==> src/rtl/siso_sched_pkg.sv <==
// Shared types and default sizing for the SISO layer scheduler and its bench.
package siso_sched_pkg;

  localparam int unsigned LAYERS      = 2;
  localparam int unsigned ADDRDEPTH   = 20;
  localparam int unsigned ADDRWIDTH   = 5;
  localparam int unsigned ITERBITS    = 4;
  localparam int unsigned RD2WREN_LAT = 10;

  typedef enum logic [1:0] {
    IDLE  = 2'd0,
    ISSUE = 2'd1,
    DRAIN = 2'd2,
    FIN   = 2'd3
  } sched_state_e;

endpackage

==> src/rtl/siso_layer_scheduler_if.sv <==
// Row-unit side of the scheduler: registered read requests out, writeback strobe back.
interface siso_layer_scheduler_if #(
  parameter int unsigned ADDRWIDTH = siso_sched_pkg::ADDRWIDTH
);

  logic                 rdlayer;
  logic [ADDRWIDTH-1:0] rdaddress;
  logic                 rden_LLR;
  logic                 rden_E;
  logic                 wren;

  modport master (
    output rdlayer, rdaddress, rden_LLR, rden_E,
    input  wren
  );

  modport slave (
    input  rdlayer, rdaddress, rden_LLR, rden_E,
    output wren
  );

endinterface

==> src/rtl/siso_wb_counter.sv <==
// Per-layer writeback counter; saturates at DEPTH and flags any writeback beyond it.
module siso_wb_counter #(
  parameter int unsigned DEPTH = siso_sched_pkg::ADDRDEPTH
) (
  input  logic clk,
  input  logic rst,
  input  logic en,
  input  logic inc,
  input  logic clr,
  output logic terminal,
  output logic overflow
);

  localparam int unsigned   CW   = $clog2(DEPTH + 1);
  localparam logic [CW-1:0] FULL = CW'(DEPTH);

  logic [CW-1:0] cnt_q, cnt_d, cnt_inc;
  logic          step;

  // terminal looks at the count including this cycle's writeback
  always_comb begin
    step     = en & inc;
    overflow = step & (cnt_q == FULL);
    cnt_inc  = (step && !overflow) ? cnt_q + CW'(1) : cnt_q;
    terminal = (cnt_inc == FULL);
    cnt_d    = clr ? '0 : cnt_inc;
  end

  always_ff @(posedge clk) begin
    if (rst) cnt_q <= '0;
    else     cnt_q <= cnt_d;
  end

endmodule

==> src/rtl/siso_layer_scheduler.sv <==
// Layered-decoding read scheduler for one SISO row unit; holds each layer until fully written back.
// Optional SCHED_EARLY_TERM_EN: syndrome_ok at an iteration end finishes the decode early.
module siso_layer_scheduler #(
  parameter int unsigned LAYERS    = siso_sched_pkg::LAYERS,
  parameter int unsigned ADDRDEPTH = siso_sched_pkg::ADDRDEPTH,
  parameter int unsigned ADDRWIDTH = siso_sched_pkg::ADDRWIDTH,
  parameter int unsigned ITERBITS  = siso_sched_pkg::ITERBITS
) (
  input  logic                  clk,
  input  logic                  rst,
  input  logic                  start,
  input  logic [ITERBITS-1:0]   max_iter,
  input  logic                  syndrome_ok,
  siso_layer_scheduler_if.master row,
  output logic                  busy,
  output logic                  done,
  output logic [ITERBITS-1:0]   iter_count,
  output logic                  err
);

  import siso_sched_pkg::*;

  localparam int unsigned          LW         = (LAYERS > 1) ? $clog2(LAYERS) : 1;
  localparam logic [ADDRWIDTH-1:0] LAST_ADDR  = ADDRWIDTH'(ADDRDEPTH - 1);
  localparam logic [LW-1:0]        LAST_LAYER = LW'(LAYERS - 1);

  sched_state_e         state_q, state_d;
  logic [ADDRWIDTH-1:0] addr_q, addr_d;
  logic [LW-1:0]        layer_q, layer_d;
  logic [ITERBITS-1:0]  iter_q, iter_d, maxit_q, maxit_d, iter_inc;
  logic                 rden_q, rden_d, busy_q, busy_d, done_q, done_d, err_q, err_d;
  logic                 wb_en, wb_clr, wb_term, wb_ovf, early_term;

`ifdef SCHED_EARLY_TERM_EN
  assign early_term = syndrome_ok;
`else
  logic unused_syndrome_ok;
  assign unused_syndrome_ok = syndrome_ok;
  assign early_term         = 1'b0;
`endif

  assign wb_en = (state_q == ISSUE) || (state_q == DRAIN);

  siso_wb_counter #(.DEPTH(ADDRDEPTH)) u_wb_counter (
    .clk      (clk),
    .rst      (rst),
    .en       (wb_en),
    .inc      (row.wren),
    .clr      (wb_clr),
    .terminal (wb_term),
    .overflow (wb_ovf)
  );

  always_comb begin
    state_d  = state_q;
    addr_d   = addr_q;
    layer_d  = layer_q;
    iter_d   = iter_q;
    maxit_d  = maxit_q;
    rden_d   = 1'b0;
    busy_d   = busy_q;
    done_d   = 1'b0;
    wb_clr   = (state_q == IDLE);
    iter_inc = iter_q + ITERBITS'(1);
    err_d    = err_q | wb_ovf | (row.wren && ((state_q == IDLE) || (state_q == FIN)));
    unique case (state_q)
      IDLE: if (start) begin
        maxit_d = max_iter;
        iter_d  = '0;
        layer_d = '0;
        addr_d  = '0;
        if (max_iter != '0) begin
          state_d = ISSUE;
          rden_d  = 1'b1;
          busy_d  = 1'b1;
        end else begin
          state_d = FIN;
          done_d  = 1'b1;
        end
      end
      // addr_q is the address on the bus this cycle; advance it or stop after the last row
      ISSUE: if (addr_q == LAST_ADDR) begin
        state_d = DRAIN;
      end else begin
        addr_d = addr_q + ADDRWIDTH'(1);
        rden_d = 1'b1;
      end
      DRAIN: if (wb_term) begin
        wb_clr = 1'b1;
        addr_d = '0;
        if (layer_q != LAST_LAYER) begin
          layer_d = layer_q + LW'(1);
          state_d = ISSUE;
          rden_d  = 1'b1;
        end else begin
          layer_d = '0;
          iter_d  = iter_inc;
          if ((iter_inc == maxit_q) || early_term) begin
            state_d = FIN;
            done_d  = 1'b1;
            busy_d  = 1'b0;
          end else begin
            state_d = ISSUE;
            rden_d  = 1'b1;
          end
        end
      end
      FIN: state_d = IDLE;
      default: state_d = IDLE;
    endcase
  end

  always_ff @(posedge clk) begin
    if (rst) begin
      state_q <= IDLE;
      addr_q  <= '0;
      layer_q <= '0;
      iter_q  <= '0;
      maxit_q <= '0;
      rden_q  <= 1'b0;
      busy_q  <= 1'b0;
      done_q  <= 1'b0;
      err_q   <= 1'b0;
    end else begin
      state_q <= state_d;
      addr_q  <= addr_d;
      layer_q <= layer_d;
      iter_q  <= iter_d;
      maxit_q <= maxit_d;
      rden_q  <= rden_d;
      busy_q  <= busy_d;
      done_q  <= done_d;
      err_q   <= err_d;
    end
  end

  assign row.rdlayer   = layer_q[0];
  assign row.rdaddress = addr_q;
  assign row.rden_LLR  = rden_q;
  assign row.rden_E    = rden_q;
  assign busy          = busy_q;
  assign done          = done_q;
  assign iter_count    = iter_q;
  assign err           = err_q;

endmodule

==> src/flat_wrapper.sv <==
// flat-port wrapper written by rule: the top's interface ports become plain ports
module siso_layer_scheduler_flat import siso_sched_pkg::*;
#(
  parameter int unsigned LAYERS    = siso_sched_pkg::LAYERS,
  parameter int unsigned ADDRDEPTH = siso_sched_pkg::ADDRDEPTH,
  parameter int unsigned ADDRWIDTH = siso_sched_pkg::ADDRWIDTH,
  parameter int unsigned ITERBITS  = siso_sched_pkg::ITERBITS
)
  (clk, rst, start, max_iter, syndrome_ok, busy, done, iter_count, err, row_rdlayer, row_rdaddress, row_rden_LLR, row_rden_E, row_wren);
  siso_layer_scheduler_if #(.ADDRWIDTH(ADDRWIDTH)) row_i ();
  input  logic clk;
  input  logic rst;
  input  logic start;
  input  logic [ITERBITS-1:0] max_iter;
  input  logic syndrome_ok;
  output logic busy;
  output logic done;
  output logic [ITERBITS-1:0] iter_count;
  output logic err;
  output wire logic [$bits(row_i.rdlayer)-1:0] row_rdlayer;
  output wire logic [$bits(row_i.rdaddress)-1:0] row_rdaddress;
  output wire logic [$bits(row_i.rden_LLR)-1:0] row_rden_LLR;
  output wire logic [$bits(row_i.rden_E)-1:0] row_rden_E;
  input wire logic [$bits(row_i.wren)-1:0] row_wren;
  assign row_rdlayer = row_i.rdlayer;
  assign row_rdaddress = row_i.rdaddress;
  assign row_rden_LLR = row_i.rden_LLR;
  assign row_rden_E = row_i.rden_E;
  assign row_i.wren = row_wren;
  siso_layer_scheduler #(.LAYERS(LAYERS), .ADDRDEPTH(ADDRDEPTH), .ADDRWIDTH(ADDRWIDTH), .ITERBITS(ITERBITS)) u_core (.clk(clk), .rst(rst), .start(start), .max_iter(max_iter), .syndrome_ok(syndrome_ok), .row(row_i), .busy(busy), .done(done), .iter_count(iter_count), .err(err));
endmodule
==> config.mk <==
export PLATFORM = sky130hd
export DESIGN_NAME = siso_layer_scheduler_flat
export DESIGN_NICKNAME = d
export VERILOG_FILES = /design/src/rtl/siso_sched_pkg.sv /design/src/rtl/siso_layer_scheduler_if.sv /design/src/rtl/siso_wb_counter.sv /design/src/rtl/siso_layer_scheduler.sv /design/src/flat_wrapper.sv
export SDC_FILE = /design/constraint.sdc
export NUM_CORES = 1
export LEC_CHECK = 0
export BUFFER_PORTS_ARGS = -buffer_cell sky130_fd_sc_hd__buf_4
export CORE_MARGIN = 4
export CORE_UTILIZATION = 52
export CTS_BUF_LIST = sky130_fd_sc_hd__clkbuf_4
export CTS_CLUSTER_SIZE = 20
export DETAILED_ROUTE_END_ITERATION = 10
export PLACE_DENSITY = 0.81
export RECOVER_POWER = 100
export SLEW_MARGIN = 0
export SYNTH_ARGS = -nofsm -noshare
export SYNTH_HDL_FRONTEND = slang
export SYNTH_SLANG_ARGS = --single-unit
==> constraint.sdc <==
create_clock -name clk -period 1.9 [get_ports clk]
set_input_delay 0.38 -clock clk [delete_from_list [all_inputs] [get_ports clk]]
set_output_delay 0.38 -clock clk [all_outputs]
set_load 0.01 [all_outputs]
==> impl_metrics.ini <==
[status]
status = finished, violations left
violations = negative setup slack

[sta]
finalCriticalPeriod_ns = 2.114
max_freq_mhz = 473.0
setup_viol = 19
tightest_slew_ns = 0.4752
finalClockSkew_ns = 0.004167
slew_violations = 0
layout_setup_ws_ns = -0.2142
relSlewSlack = 0.6811
rsz0062_at_grt = yes
fin_crit_sh = 1.113
final-hold-violation-count = 0

[floorplanning]
ios = 24
rows = 19
die-area_um2 = 3858
start_util = 0.5475
die_w_um = 62.12
core_um2 = 2781
fp.dieH_um = 62.12

[yosys]
syn-num-nets = 193
synth.ff_latch_count = 25
syn_area_um2 = 1523
syn_area_per_cell_um2 = 8.652
synth_top_area_share = 0.3287
synth_top_area_cell = dfxtp_1
yosysSeqAreaShare = 0.3287
synth_edf_count = 0
synth.top_cells.by_area = dfxtp_1 (33%), ha_1 (6.6%), a21oi_1 (4.3%), nand2_1 (3.9%), xnor2_1 (3.5%)
yosys.cell_types.count = 53
syn_inst = 176
async_flop_share = 0
ys_warn_count = 0
synthFlopType = dfxtp_1

[clock_tree]
clkLatencyLatePin_ns = 0.33
cts_buffer_depth = 2
cts_root_buf = clkbuf_4
cts_buffers = 3
cts_num_sinks = 25
cts.clk_slew.worst_paths_ns = 0.15
htree_levels = 1
cts_tree = yes

[route]
drc = 0
vias = 1516
wl_per_cell_um = 16.03
postRouteAntennaNets = 0
dr.pass1.iters = 4
drt_iter0_markers = 51
drt_wl_total_mm = 4.039
via_per_inst = 6.016

[placed_design]
gp_congestion = 0.8452
dp_cells = 241
hpwl_mm = 2.933
io_buffers = 22

[layout]
antenna_cells = 0
finalNonFillerCells = 252
final_common_cell = buf_4
syn2layout_area_growth_pct = 30.81
fillCellCount = 228
layout-drive-gt1-share = 0.3077
final_nets = 239
final_cell_mix = buf_4 (31), dfxtp_1 (22), nand2_1 (15), clkbuf_1 (15), a21oi_1 (12)
final_util = 0.7161

[power]
seqPwrFrac = 0.325
leakage_nw = 0.7169
vdd_drop_max_uv = 887.6
pwr-share-comb = 0.544
p_sw_frac = 0.4150
p_switching_mw = 0.8058
power.density_nw_per_um2 = 974.8
pwr-share-clk = 0.132
p_int_mw = 1.136

[critical_path]
start_kind = flip-flop
crit_fanout = 5
worstSetupPathType = reg2reg
worstPathRequired_ns = 2.10
end_kind = flip-flop
cp.arrival_ns = 2.32

[grt]
grt.total_usage = 0.2028
grt_pass1_vias = 1523
grt-ovfl-total = 0
grt_max_degree = 28
antenna_found_initial = 0
grt_pass1_wl_mm = 6.665

[run]
drv_cap = 0

[hold_path]
min_path_type = in2reg
==> final cells by class <==
| cell class | instances | area (um2) | area share |
|---|---|---|---|
| sequential | 25 | 506.7 | 0.2544 |
| timing repair buffer | 51 | 345.3 | 0.1734 |
| inverter | 9 | 36.28 | 0.01822 |
| clock inverter | 1 | 7.507 | 0.003769 |
| clock buffer | 3 | 22.52 | 0.01131 |
| tap | 31 | 38.79 | 0.01947 |
| multi-input combinational | 132 | 1035 | 0.5195 |
==> power groups by stage <==
stage	combinational, mW	clock [mW]	sequential [mW]
final	1.06	0.256	0.631
after global placement	0.894	0	0.634
after global routing	1.16	0.284	0.636
after CTS	1.02	0.262	0.632
after floorplan	0.568	0	0.652
after detailed placement	0.946	0	0.638
==> cells by family (layout without fill, tap and decap cells) <==
group / after synthesis / after routing / share of synthesized area
adder cells (fa/ha/maj): 8 / 8 / 0.06574
AO/OA/AOI/OAI: 50 / 50 / 0.2506
buffers and inverters: 19 / 64 / 0.05176
XOR/XNOR: 10 / 10 / 0.05752
AND/OR/NAND/NOR: 63 / 63 / 0.2391
flip-flops: 25 / 25 / 0.3287
multiplexers: 1 / 1 / 0.006574
==> stage by stage <==
stage	hold WS [ns]	setup TNS (ns)	setup WS [ns]	instance area [um2]	power (mW)
floorplan	0.4478	-0.1787	-0.1231	1544	1.220
global placement	0.4543	-0.2339	-0.08027	1866	1.528
detailed placement	0.4676	-1.129	-0.2406	1866	1.584
CTS	0.2877	-0.6580	-0.1532	1981	1.916
global route	0.2885	-3.546	-0.2661	1992	2.081
finish	0.2906	-2.023	-0.2142	1992	1.942
==> metal layers <==
metal	vias to the layer above	GRT usage	wire length, um
met5	-	0	0
li1	746	-	-
met2	34	0.3510	2071
met1	728	0.2525	1779
met3	8	0.03423	126
met4	0	0.06504	63
==> cells in the mapped netlist, types with 4 or more instances <==
cell type,instances
xnor2_1,6
nand2b_1,8
nor4_1,5
dfxtp_1,25
nand2_1,16
a21oi_1,13
o21ai_0,7
nand3_1,7
nor2_1,6
clkbuf_1,5
xor2_1,4
inv_1,9
ha_1,8
==> critical path, stage by stage, from the launching register on <==
cell	delay, ns
dfxtp_1	0.37
inv_1	0.09
ha_4	0.28
nand2_1	0.07
o2111ai_1	0.20
buf_4	0.17
o32ai_2	0.07
buf_4	0.16
buf_6	0.12
buf_6	0.12
a2111oi_1	0.32
==> what timing repair did <==
action	4_1_cts	5_1_grt
endpoints found under the hold margin	0	0
hold buffers	0	0
endpoints found under the setup margin	18	20
buffers inserted	6	5
resized for setup	14	14
pin swaps	9	8
==> path summary, 6_finish.rpt <==
check / endpoint / from / depth (start not counted) / slack [ns]
worst max-delay path: u_core.u_wb_counter.cnt_q[1]$_SDFF_PP0_ / u_core.state_q[1]$_SDFFE_PP0P_ / 10 / -0.21
worst min-delay path: u_core.err$_SDFF_PP0_ / row_wren / 3 / 0.29
worst max register to register: u_core.u_wb_counter.cnt_q[1]$_SDFF_PP0_ / u_core.state_q[1]$_SDFFE_PP0P_ / 10 / -0.21
worst min register to register: u_core.maxit_q[3]$_SDFFE_PP0P_ / u_core.maxit_q[3]$_SDFFE_PP0P_ / 2 / 0.48
==> sequential cells by signal, summed over array words and instances (netlist names) <==
register                   count
u_core.row.rdaddress           5
u_core.u_wb_counter.cnt_q      5
u_core.iter_count              4
u_core.maxit_q                 4
u_core.state_q                 2
u_core.busy                    1
u_core.done                    1
u_core.err                     1
u_core.row.rden_E              1
u_core.row.rdlayer             1
Note: power is estimated with default switching activity, not from simulation.
